[config.mk]
export PLATFORM = sky130hd
export DESIGN_NAME = mem_arbiter
export DESIGN_NICKNAME = d
export VERILOG_FILES = /design/src/rtl/cpu_types_pkg.sv /design/src/rtl/access_watchdog.sv /design/src/rtl/mem_arbiter.sv
export SDC_FILE = /design/constraint.sdc
export NUM_CORES = 1
export LEC_CHECK = 0
export CORE_AREA = 3 3 102 104
export CTS_CLUSTER_DIAMETER = 60
export CTS_CLUSTER_SIZE = 28
export DETAILED_ROUTE_END_ITERATION = 12
export DIE_AREA = 0 0 105 107
export PLACE_DENSITY = 0.8
export SLEW_MARGIN = 20
export SYNTH_ARGS = -nofsm -noshare
export SYNTH_HDL_FRONTEND = slang
export SYNTH_HIERARCHICAL = 1
export SYNTH_SLANG_ARGS = --single-unit
export TNS_END_PERCENT = 20
[constraint.sdc]
create_clock -name CLK -period 5.6 [get_ports CLK]
set_input_delay 1.68 -clock CLK [delete_from_list [all_inputs] [get_ports CLK]]
set_output_delay 1.68 -clock CLK [all_outputs]
set_load 0.1 [all_outputs]
[src/rtl/cpu_types_pkg.sv]
// Shared types for the memory arbiter: RAM status, arbiter states and grant owner.
package cpu_types_pkg;

  typedef enum logic [1:0] {
    FREE   = 2'd0,
    BUSY   = 2'd1,
    ACCESS = 2'd2,
    ERROR  = 2'd3
  } ramstate_t;

  typedef enum logic [1:0] {
    IDLE   = 2'd0,
    DGRANT = 2'd1,
    IGRANT = 2'd2,
    FAULT  = 2'd3
  } arbstate_t;

  typedef enum logic {
    GRANT_I = 1'b0,
    GRANT_D = 1'b1
  } grant_t;

  localparam int unsigned WAIT_CNT_W = 16;

endpackage

[src/rtl/access_watchdog.sv]
// Counts grant cycles that did not see ACCESS; flags the cycle whose increment reaches TIMEOUT.
module access_watchdog
  import cpu_types_pkg::*;
#(
  parameter int unsigned TIMEOUT = 64
) (
  input  logic CLK,
  input  logic nRST,
  input  logic clear,
  input  logic enable,
  output logic expired
);

  localparam logic [WAIT_CNT_W-1:0] LIMIT = WAIT_CNT_W'(TIMEOUT - 1);

  logic [WAIT_CNT_W-1:0] count;

  always_ff @(posedge CLK) begin
    if (!nRST) begin
      count <= '0;
    end else if (clear) begin
      count <= '0;
    end else if (enable) begin
      count <= count + 1'b1;
    end
  end

  // Asserted one cycle early so the arbiter enters FAULT on the same edge the count hits TIMEOUT.
  assign expired = enable && !clear && (count == LIMIT);

endmodule

[src/rtl/mem_arbiter.sv]
// Arbitrates icache/dcache requests onto a single RAM port with alternating priority and fault detection.
module mem_arbiter
  import cpu_types_pkg::*;
#(
  parameter int unsigned TIMEOUT = 64
) (
  input  logic        CLK,
  input  logic        nRST,
  input  logic        iREN,
  input  logic [31:0] iaddr,
  output logic [31:0] iload,
  output logic        iwait,
  input  logic        dREN,
  input  logic        dWEN,
  input  logic [31:0] daddr,
  input  logic [31:0] dstore,
  output logic [31:0] dload,
  output logic        dwait,
  output logic        ramREN,
  output logic        ramWEN,
  output logic [31:0] ramaddr,
  output logic [31:0] ramstore,
  input  logic [31:0] ramload,
  input  logic [1:0]  ramstate,
  output logic        fault
);

  arbstate_t state;
  grant_t    last_grant;
  ramstate_t rs;
  logic      d_req;
  logic      in_grant;
  logic      expired;

  assign rs       = ramstate_t'(ramstate);
  assign d_req    = dREN | dWEN;
  assign in_grant = (state == DGRANT) || (state == IGRANT);
  assign fault    = (state == FAULT);

  access_watchdog #(
    .TIMEOUT(TIMEOUT)
  ) u_watchdog (
    .CLK    (CLK),
    .nRST   (nRST),
    .clear  (!in_grant),
    .enable (in_grant && (rs != ACCESS)),
    .expired(expired)
  );

  always_ff @(posedge CLK) begin
    if (!nRST) begin
      state      <= IDLE;
      last_grant <= GRANT_I;
    end else begin
      case (state)
        IDLE: begin
          if (d_req && !(iREN && (last_grant == GRANT_D))) begin
            state      <= DGRANT;
            last_grant <= GRANT_D;
          end else if (iREN) begin
            state      <= IGRANT;
            last_grant <= GRANT_I;
          end
        end
        DGRANT: begin
          if (rs == ERROR)       state <= FAULT;
          else if (!d_req)       state <= IDLE;
          else if (rs == ACCESS) state <= IDLE;
          else if (expired)      state <= FAULT;
        end
        IGRANT: begin
          if (rs == ERROR)       state <= FAULT;
          else if (!iREN)        state <= IDLE;
          else if (rs == ACCESS) state <= IDLE;
          else if (expired)      state <= FAULT;
        end
        FAULT:   state <= FAULT;
        default: state <= IDLE;
      endcase
    end
  end

  // Completion must answer ramstate in the same cycle, so this decode stays combinational on the registered state.
  always_comb begin
    ramREN   = 1'b0;
    ramWEN   = 1'b0;
    ramaddr  = '0;
    ramstore = '0;
    iwait    = 1'b1;
    dwait    = 1'b1;
    iload    = '0;
    dload    = '0;
    case (state)
      DGRANT: begin
        ramaddr  = daddr;
        ramstore = dstore;
        ramWEN   = dWEN;
        ramREN   = dREN & ~dWEN;
        if ((rs == ACCESS) && d_req) begin
          dwait = 1'b0;
          if (dREN && !dWEN) dload = ramload;
        end
      end
      IGRANT: begin
        ramaddr = iaddr;
        ramREN  = 1'b1;
        if ((rs == ACCESS) && iREN) begin
          iwait = 1'b0;
          iload = ramload;
        end
      end
      default: ;
    endcase
  end

endmodule

# Word level (Yosys, flattened, before mapping)
# Cells that the tools add are included.
# W data, S select, Z words.
# word_totals
reg_bits	19
in_bits	135
output_inout_bits	133
# classes
n_addsub	1
n_eq_ne	8
muxes	24
n_bitwise	3
n_reduce_logical	15
# ops
cell	count
$mux W32	6
$pmux W32 S2	1
$add A16 B1 Y16 const B	1
$eq A16 B6 Y1 const B	1
$mux W2	8
$eq A2 B2 Y1 const B	4
$logic_and A1 B1 Y1	8
$pmux W2 S4	1
$mux W1	7
$reduce_and A2 Y1	2
$ne A3 B3 Y1 const B	1
$eq A2 B1 Y1 const B	1
$logic_not A1 Y1	2
$logic_not A2 Y1	1
$ne A2 B2 Y1 const B	1
$pmux W1 S2	1
$reduce_bool A2 Y1	1
$and A1 B1 Y1	1
$logic_or A1 B1 Y1	1
$not A1 Y1	1
$or A1 B1 Y1	1

# Depth between registers and ports, before layout
# Gate-level depths: netlist of the first run.
# logic_depth
ltp_word	10
ltp_mapped	12

# Modules after synthesis
# Netlist of the first run, hierarchy kept.
# by_module_without_submodules
module	instances	cells_each	area_each_um2
mem_arbiter	1	224	1391.3
access_watchdog	1	90	780.7

# Worst setup path after synthesis of the first run
# OpenSTA, ideal clock, no wires.
# synth_timing
kind	input-to-output
from	input dREN
to	output ramREN
arrival_ns	3.123
slack_ns	0.797
path_stages	4
cell_sequence	nand2_1 -> nor2_1 -> nor2_1 -> nor2_1
# synth_between
elab_chain_len	2
# synth_lines
item	line_no	text
from (decl)	mem_arbiter.sv:13	input logic dREN,
$and A1 B1 Y1	mem_arbiter.sv:98	ramREN = dREN & ~dWEN;
$pmux W1 S2	mem_arbiter.sv:93	case (state)
to (decl)	mem_arbiter.sv:19	output logic ramREN,
# Every way passes these cells.

# Final worst setup path of the first run
# layout_timing
from	input dREN
to	output dload[27]
# layout_between
elab_chain_len	4
elab_cells_between_ends	6
classes_between	3 x mux; 1 x bitwise; 2 x reduce/logical
# layout_lines
item	line_no	text
$logic_and A1 B1 Y1 or $or A1 B1 Y1 (tied branches)	mem_arbiter.sv:101, mem_arbiter.sv:36	
$mux W32 or $logic_and A1 B1 Y1 (tied branches)	mem_arbiter.sv:101, mem_arbiter.sv:99	
$mux W32 (*)	mem_arbiter.sv:99	if ((rs == ACCESS) && d_req) begin
$mux W32 (*)	mem_arbiter.sv:93	
to (decl)	mem_arbiter.sv:17	output logic [31:0] dload,
# Mark *: on every way between the ends. The rest lies on a longest branch, timed or not.

==> results.md, run 1 <==
- Floorplan die height: 107 um
- Clock H-tree levels: 1
- First-pass iteration count of the detailed router: 4
- Post-route design area: 5480 um2
- Global route total overflow: 0
- Total Die Area: 11,200 um2
- Mapped Nets: 455
- Layer with the highest usage: met2
- Count of maximum capacitance violations: 0
- Global-route track usage on met1: 0.242
- DRC violations left: 0
- Fin. max-slew vios: 0
- Cells after synthesis: 314
- I/O pin total: 268
- Area of the core region: 9640 um2
- Number of DRC violations after detailed-routing iteration 0: 123
- Area of the multi-input gates: 1660 um2
- DRT antenna net count: 0
- Top-area cell type share of the netlist area: 0.276
- Area of the mapped netlist: 2170 um2
- Starting Density: 0.225
- Critical Path Start Type: input port
- Capture point of the worst path: dload[27]
- Unrepaired setup endpoints after global routing: false
- Capture point of the worst reg-to-reg path: state[0]
- Quantity of I/O buffers inserted on ports: 267
- Area growth, synth to finish: 152%
- Count of final hold-check violations: 0
- Number of global-route vias before repair: 3,228
- CTS hold repair buffers: 0
- Total clock buffers created by CTS: 3
- Count of fill cells added during filler insertion: 841
- Period minus WS final: 4.87 ns
- Post-CTS sizing: 0
- Rel. slew slack: 0.322
- Largest area contributor in the netlist: sky130_fd_sc_hd__and2_1
- Worst-case clock buffer depth: 2
- Status: finished clean
- Number of antenna violations at the first check in global routing: 8
- Area after DPL: 5430 um2
- Post-synthesis register bit count: 19
- Total routed wirelength: 12,700 um
- Top fanout value on the critical path: 32
- Most frequent cell after synthesis: sky130_fd_sc_hd__and2_1
- Tot GR Track Use: 0.213
- Type of the tightest min-delay check: reg -> reg
- Number of distinct library cells after synthesis: 42
- Clock-pin slew of the registers on the worst-case setup and hold paths: 0.07 ns
- Most numerous cell types in the synthesized netlist: sky130_fd_sc_hd__and2_1, sky130_fd_sc_hd__nor2_1, sky130_fd_sc_hd__a22oi_1
- Predominant post-synthesis flop cell: sky130_fd_sc_hd__dfxtp_1
- Final HPWL DP: 11,000 um
- Setup Viol. Count Final: 0
- Post-CTS repair timing setup buffer count: 0
- Register area share after synthesis: 0.175
- FF-to-FF path depth: 12
- Final Cycle Share: 0.870
- Sequential standard cell area: 380 um2
- Beginning of the critical path: dREN
- Number of flops mapped to enable cells by yosys: 0
- Aggregate negative setup slack: 0 ns
- Kind of capture point of the worst setup path: output pin
- Pin count of the biggest net entering global routing: 41
- Row Count: 36
- Met2 usage in global routing: 0.359
- Peak supply drop: 0.000313 V
- Avg Vias per Cell: 4.71
- Standby leakage power: 2.18 nW
- Wire length of the first global-routing pass: 18,700 um
- Global placer's final weighted congestion: 0.869
- Proportion of layout cells with a drive suffix above 1: 0.264
- Worst R2R Start: state[0]
- Setup skew after layout: 0.00109 ns
- Reg2Reg Setup Slack: 1.98 ns
- Wire per inst: 18.1 um
- Master cell of the clock root buffer: sky130_fd_sc_hd__clkbuf_8
- Power per cell area: 270 nW/um2
- Via count: 3,305
- Worst Tran Pin Value: 1.01 ns
- Number of warnings issued by yosys: 6
- Maximum clock frequency: 0.205 GHz
- CTS tree: yes
- Later-pin clock latency in the skew report: 0.25 ns
- Cell types occupying the most area after synthesis: sky130_fd_sc_hd__and2_1, sky130_fd_sc_hd__dfxtp_1, sky130_fd_sc_hd__a22oi_1, sky130_fd_sc_hd__nor2_1, sky130_fd_sc_hd__ha_1
- Fraction of registers with async set or reset after synthesis: 0
- Met3 track demand over resource: 0.112
- Post-Syn Area per Cell: 6.92 um2
- Number of nets at the end of the flow: 707
- Data arrival at the endpoint of the critical path: 3.19 ns
- Die width: 105 um
- Worst EP required: 3.92 ns
- Startpoint-to-endpoint class of the critical path: in -> out
- Clk sinks: 19
worst min path at each step:
stage | from | slack [ns] | to | depth (start not counted)
finish | u_watchdog/count[15] | 0.47 | u_watchdog/count[15] | 2
global route | u_watchdog/count[15] | 0.50 | u_watchdog/count[15] | 2
CTS | u_watchdog/count[15] | 0.48 | u_watchdog/count[15] | 2
detailed placement | u_watchdog/count[15] | 0.47 | u_watchdog/count[15] | 2
global placement | u_watchdog/count[15] | 0.45 | u_watchdog/count[15] | 2
floorplan | u_watchdog/count[15] | 0.44 | u_watchdog/count[15] | 2
cells by family after synthesis:
| kind of cell | after synthesis | share of synthesized area |
|---|---|---|
| mux | 5 | 0.0230 |
| xor+xnor | 4 | 0.0161 |
| fa+ha+maj | 6 | 0.0346 |
| compound gates | 57 | 0.190 |
| flops | 19 | 0.175 |
| buf+inv | 32 | 0.0622 |
| simple gates | 191 | 0.499 |
stage by stage:
| stage | power (mW) | util | instances | hold WS (ns) | setup slack (ns) |
|---|---|---|---|---|---|
| after floorplan | 1.06 | - | 314 | 0.438 | 0.797 |
| after global placement | 1.37 | 0.563 | 694 | 0.454 | 0.758 |
| after detailed placement | 1.38 | 0.563 | 694 | 0.468 | 0.738 |
| after CTS | 1.48 | 0.567 | 698 | 0.477 | 0.728 |
| after global routing | 1.54 | 0.568 | 701 | 0.499 | 0.626 |
| final | 1.48 | 0.568 | 701 | 0.474 | 0.729 |
critical path, stage by stage:
cell and delay, ns:
sky130_fd_sc_hd__clkdlybuf4s50_1 0.55, sky130_fd_sc_hd__nand2_1 0.12, sky130_fd_sc_hd__nor3_2 0.14, sky130_fd_sc_hd__buf_4 0.27
sky130_fd_sc_hd__and2_1 0.23, sky130_fd_sc_hd__buf_12 0.19
sequential cells by signal, indices dropped and copies added (netlist names):
register and cells:
state 2, u_watchdog/count 16, last_grant 1
final cells by class:
| cell class | instances | share of cell area |
|---|---|---|
| diodes | 3 | 0.00137 |
| clock buffers | 4 | 0.00822 |
| inverters | 7 | 0.00480 |
| multi-input cells | 263 | 0.303 |
| flip-flops and latches | 19 | 0.0694 |
| well taps | 133 | 0.0304 |
| repair buffers | 272 | 0.583 |
power breakdown:
part	internal, mW	switching [mW]
combinational	0.314	0.919
clock	0.0505	0.0430
sequential	0.143	0.00807
layout by cell type, fill, tap and decap left out, types with 2 or more instances in the layout:
| cell | Yosys | final |
|---|---|---|
| sky130_fd_sc_hd__nand4_1 | 5 | 5 |
| sky130_fd_sc_hd__nor2_1 | 43 | 43 |
| sky130_fd_sc_hd__nand3_1 | 5 | 5 |
| sky130_fd_sc_hd__inv_1 | 6 | 6 |
| sky130_fd_sc_hd__xor2_1 | 2 | 2 |
| sky130_fd_sc_hd__clkdlybuf4s50_1 | 0 | 135 |
| sky130_fd_sc_hd__nand2b_1 | 7 | 7 |
| sky130_fd_sc_hd__diode_2 | 0 | 3 |
| sky130_fd_sc_hd__buf_12 | 0 | 65 |
| sky130_fd_sc_hd__ha_1 | 6 | 5 |
| sky130_fd_sc_hd__clkbuf_8 | 0 | 3 |
| sky130_fd_sc_hd__mux2i_1 | 5 | 5 |
| sky130_fd_sc_hd__o21a_1 | 2 | 2 |
| sky130_fd_sc_hd__nor2b_1 | 2 | 2 |
| sky130_fd_sc_hd__buf_4 | 0 | 72 |
| sky130_fd_sc_hd__and2_1 | 96 | 96 |
| sky130_fd_sc_hd__o31ai_1 | 5 | 5 |
| sky130_fd_sc_hd__a21oi_1 | 8 | 8 |
| sky130_fd_sc_hd__or3_1 | 2 | 2 |
| sky130_fd_sc_hd__nor4_1 | 4 | 4 |
| sky130_fd_sc_hd__o21ai_0 | 2 | 2 |
| sky130_fd_sc_hd__nand2_1 | 12 | 12 |
| sky130_fd_sc_hd__xnor2_1 | 2 | 2 |
| sky130_fd_sc_hd__dfxtp_1 | 19 | 19 |
| sky130_fd_sc_hd__or4_1 | 7 | 7 |
| sky130_fd_sc_hd__a22oi_1 | 32 | 32 |
routing by layer:
metal | wire (um) | part of all wire
met3 | 1600 | 0.13
met5 | 75 | 0.0059
met2 | 5900 | 0.47
met4 | 184 | 0.015
met1 | 4910 | 0.39
No activity file was read; power rests on OpenSTA's default activity.
==> run 2: changes to the inputs <==
--- a/config.mk
+++ b/config.mk
@@ -5,12 +5,12 @@
 export SDC_FILE = /design/constraint.sdc
 export NUM_CORES = 1
 export LEC_CHECK = 0
-export CORE_AREA = 3 3 102 104
+export CORE_AREA = 3 3 103 105
 export CTS_CLUSTER_DIAMETER = 60
 export CTS_CLUSTER_SIZE = 28
 export DETAILED_ROUTE_END_ITERATION = 12
-export DIE_AREA = 0 0 105 107
-export PLACE_DENSITY = 0.8
+export DIE_AREA = 0 0 106 108
+export PLACE_DENSITY = 0.79
 export SLEW_MARGIN = 20
 export SYNTH_ARGS = -nofsm -noshare
 export SYNTH_HDL_FRONTEND = slang
==> constraint.sdc (replaced) <==
create_clock -name CLK -period 5.05 [get_ports CLK]
set_input_delay 1.515 -clock CLK [delete_from_list [all_inputs] [get_ports CLK]]
set_output_delay 1.515 -clock CLK [all_outputs]
set_load 0.1 [all_outputs]
==> results.md, run 2 (synthesis results as in run 1) <==
- Status: finished clean
- First-pass iteration count of the detailed router: 5 (+1)
- Clock network fraction of total power: 0.065 (+0.002)
- Peak supply drop: 0.000338 V (+7.8%)
- Number of nets at the end of the flow: 707 (unchanged)
- Die width: 106 um (+0.95%)
- HP Start: u_watchdog/count[10]
- Power per cell area: 299 nW/um2 (+11%)
- Most common cell after layout, fill and taps aside: sky130_fd_sc_hd__clkdlybuf4s50_1
- Aggregate negative setup slack: 0 ns (unchanged)
- Post-CTS sizing: 0 (unchanged)
- Top fanout value on the critical path: 32 (unchanged)
- Wire length on met2: 6030 um (+2.3%)
- Starting Density: 0.223 (-0.00209)
- CTS tree: yes
- Final HPWL DP: 11,100 um (+0.96%)
- Data arrival at the endpoint of the critical path: 3.03 ns (-0.16 ns)
- Setup skew after layout: 0.00330 ns (+0.00222 ns)
- Rel. slew slack: 0.343 (+0.0208)
- Total clock buffers created by CTS: 3 (unchanged)
- Final Cycle Share: 0.900
- Later-pin clock latency in the skew report: 0.26 ns (about the same)
- Most frequent cells in the layout: sky130_fd_sc_hd__clkdlybuf4s50_1, sky130_fd_sc_hd__and2_1, sky130_fd_sc_hd__buf_4, sky130_fd_sc_hd__buf_12, sky130_fd_sc_hd__nor2_1
- Clock-pin slew of the registers on the worst-case setup and hold paths: 0.07 ns (about the same)
- Pin count of the biggest net entering global routing: 47 (+15%)
- Register name with the most flops: u_watchdog/count
- Number of flip-flops in the largest register: 16 (unchanged)
- Total routed wirelength: 12,800 um (+0.63%)
- Startpoint-to-endpoint class of the critical path: in -> out
- Clk sinks: 19 (unchanged)
- Proportion of layout cells with a drive suffix above 1: 0.265 (+0.00177)
- Count of final hold-check violations: 0 (unchanged)
- Post-Route M1 WL: 4680 um (-4.7%)
- Internal portion of total power: 570 uW (+12%)
- Avg Vias per Cell: 4.70 (-0.29%)
- Total Die Area: 11,400 um2 (+1.9%)
- CTS hold repair buffers: 0 (unchanged)
- Global route total overflow: 0 (unchanged)
- Type of the tightest min-delay check: reg -> reg
- Beginning of the critical path: ramstate[0]
- Number of DRC violations after detailed-routing iteration 0: 193 (+57%)
- Total met3 wirelength after detailed routing: 1670 um (+4.4%)
- Capture point of the worst path: dload[8]
- Number of global-route vias before repair: 3,146 (-2.5%)
- Worst EP required: 3.54 ns (-0.38 ns)
- Worst-case clock buffer depth: 2 (unchanged)
- Row Count: 36 (unchanged)
- Standby leakage power: 2.20 nW (+0.69%)
- I/O pin total: 268 (unchanged)
- Reg2Reg Setup Slack: 1.53 ns (-0.45 ns)
- Global placer's final weighted congestion: 0.911 (+4.9%)
- Area of the core region: 9730 um2 (+0.93%)
- Switching Fraction: 0.655 (-0.00175)
- Master cell of the clock root buffer: sky130_fd_sc_hd__clkbuf_8
- Floorplan die height: 108 um (+0.93%)
- Post-place setup slack: 0.478 ns (-0.260 ns)
- DRC violations left: 0 (unchanged)
- Count of maximum capacitance violations: 0 (unchanged)
- Critical Path Start Type: input port
- Worst setup margin: 0.507 ns (-0.221 ns)
- Wire length of the first global-routing pass: 18,500 um (-1.3%)
- Setup Viol. Count Final: 0 (unchanged)
- Quantity of I/O buffers inserted on ports: 267 (unchanged)
- Gate power share: 0.833 (-0.002)
- Post-CTS repair timing setup buffer count: 0 (unchanged)
- DRT antenna net count: 0 (unchanged)
- Period minus WS final: 4.54 ns
- Number of antenna violations at the first check in global routing: 5 (-3)
- Largest registers: u_watchdog/count (16), state (2), last_grant (1)
- Fin. max-slew vios: 0 (unchanged)
- Sequential share of power: 0.102 (about the same)
- Overall power of the completed layout: 1.65 mW (+12%)
- Maximum clock frequency: 0.220 GHz
- Wire per inst: 18.2 um (+0.92%)
- Kind of capture point of the worst setup path: output pin
- Topmost layer with routed signal wires: met5
- Tot GR Track Use: 0.211 (-0.00220)
- Area growth, synth to finish: 154%
- Worst R2R Start: state[0]
- FF-to-FF path depth: 12 (unchanged)
- Clock H-tree levels: 1 (unchanged)
- Via count: 3,286 (-0.57%)
- Worst Tran Pin Value: 0.983 ns (-0.0311 ns)
- Switching Power: 1.08 mW (+11%)
- Capture point of the worst reg-to-reg path: state[0]
- Unrepaired setup endpoints after global routing: false
==> run 2: stage by stage <==
stage | area [um2] | utilization | std cells | hold slack [ns]
after floorplan | 2170 | - | 314 | 0.438
after global placement | 5460 | 0.561 | 694 | 0.447
after detailed placement | 5460 | 0.561 | 694 | 0.469
after CTS | 5510 | 0.566 | 698 | 0.495
after global routing | 5510 | 0.566 | 698 | 0.524
final | 5510 | 0.566 | 699 | 0.500
==> run 2: power groups by stage <==
stage                     Sequential (mW)  Clock (mW)  Combinational [mW]
after floorplan                     0.169           0                1.00
after global placement              0.170           0                1.36
after detailed placement            0.171           0                1.37
after CTS                           0.168       0.111                1.38
after global routing                0.169       0.115                1.43
final                               0.168       0.107                1.37
==> run 2: area by class of cell <==
type | count | area (um2)
clock buffer | 3 | 41.3
inverter | 7 | 26.3
sequential | 19 | 380
timing repair buffer | 272 | 3230
tap | 133 | 166
antenna | 1 | 2.50
fill | 849 | 4220
multi-input combinational | 263 | 1660
clock inverter | 1 | 5.00
==> run 2: critical path, stage by stage <==
cell and delay (ns):
sky130_fd_sc_hd__clkdlybuf4s50_1 0.43, sky130_fd_sc_hd__nand2b_1 0.21, sky130_fd_sc_hd__nor3_2 0.17, sky130_fd_sc_hd__buf_4 0.28
sky130_fd_sc_hd__and2_1 0.23, sky130_fd_sc_hd__buf_12 0.19
==> run 2: how the worst min path moves through the flow <==
stage / endpoint / slack [ns] / depth (start not counted)
finish: u_watchdog/count[10] / 0.50 / 2
global route: u_watchdog/count[15] / 0.52 / 2
CTS: u_watchdog/count[10] / 0.49 / 2
detailed placement: u_watchdog/count[15] / 0.47 / 2
global placement: u_watchdog/count[15] / 0.45 / 2
floorplan: u_watchdog/count[15] / 0.44 / 2
==> run 2: layer usage <==
metal  GRT usage  up-vias
met4      0.0555       10
li1            -     1576
met5           0        -
met1       0.220     1470
met2       0.377      200
met3       0.106       30
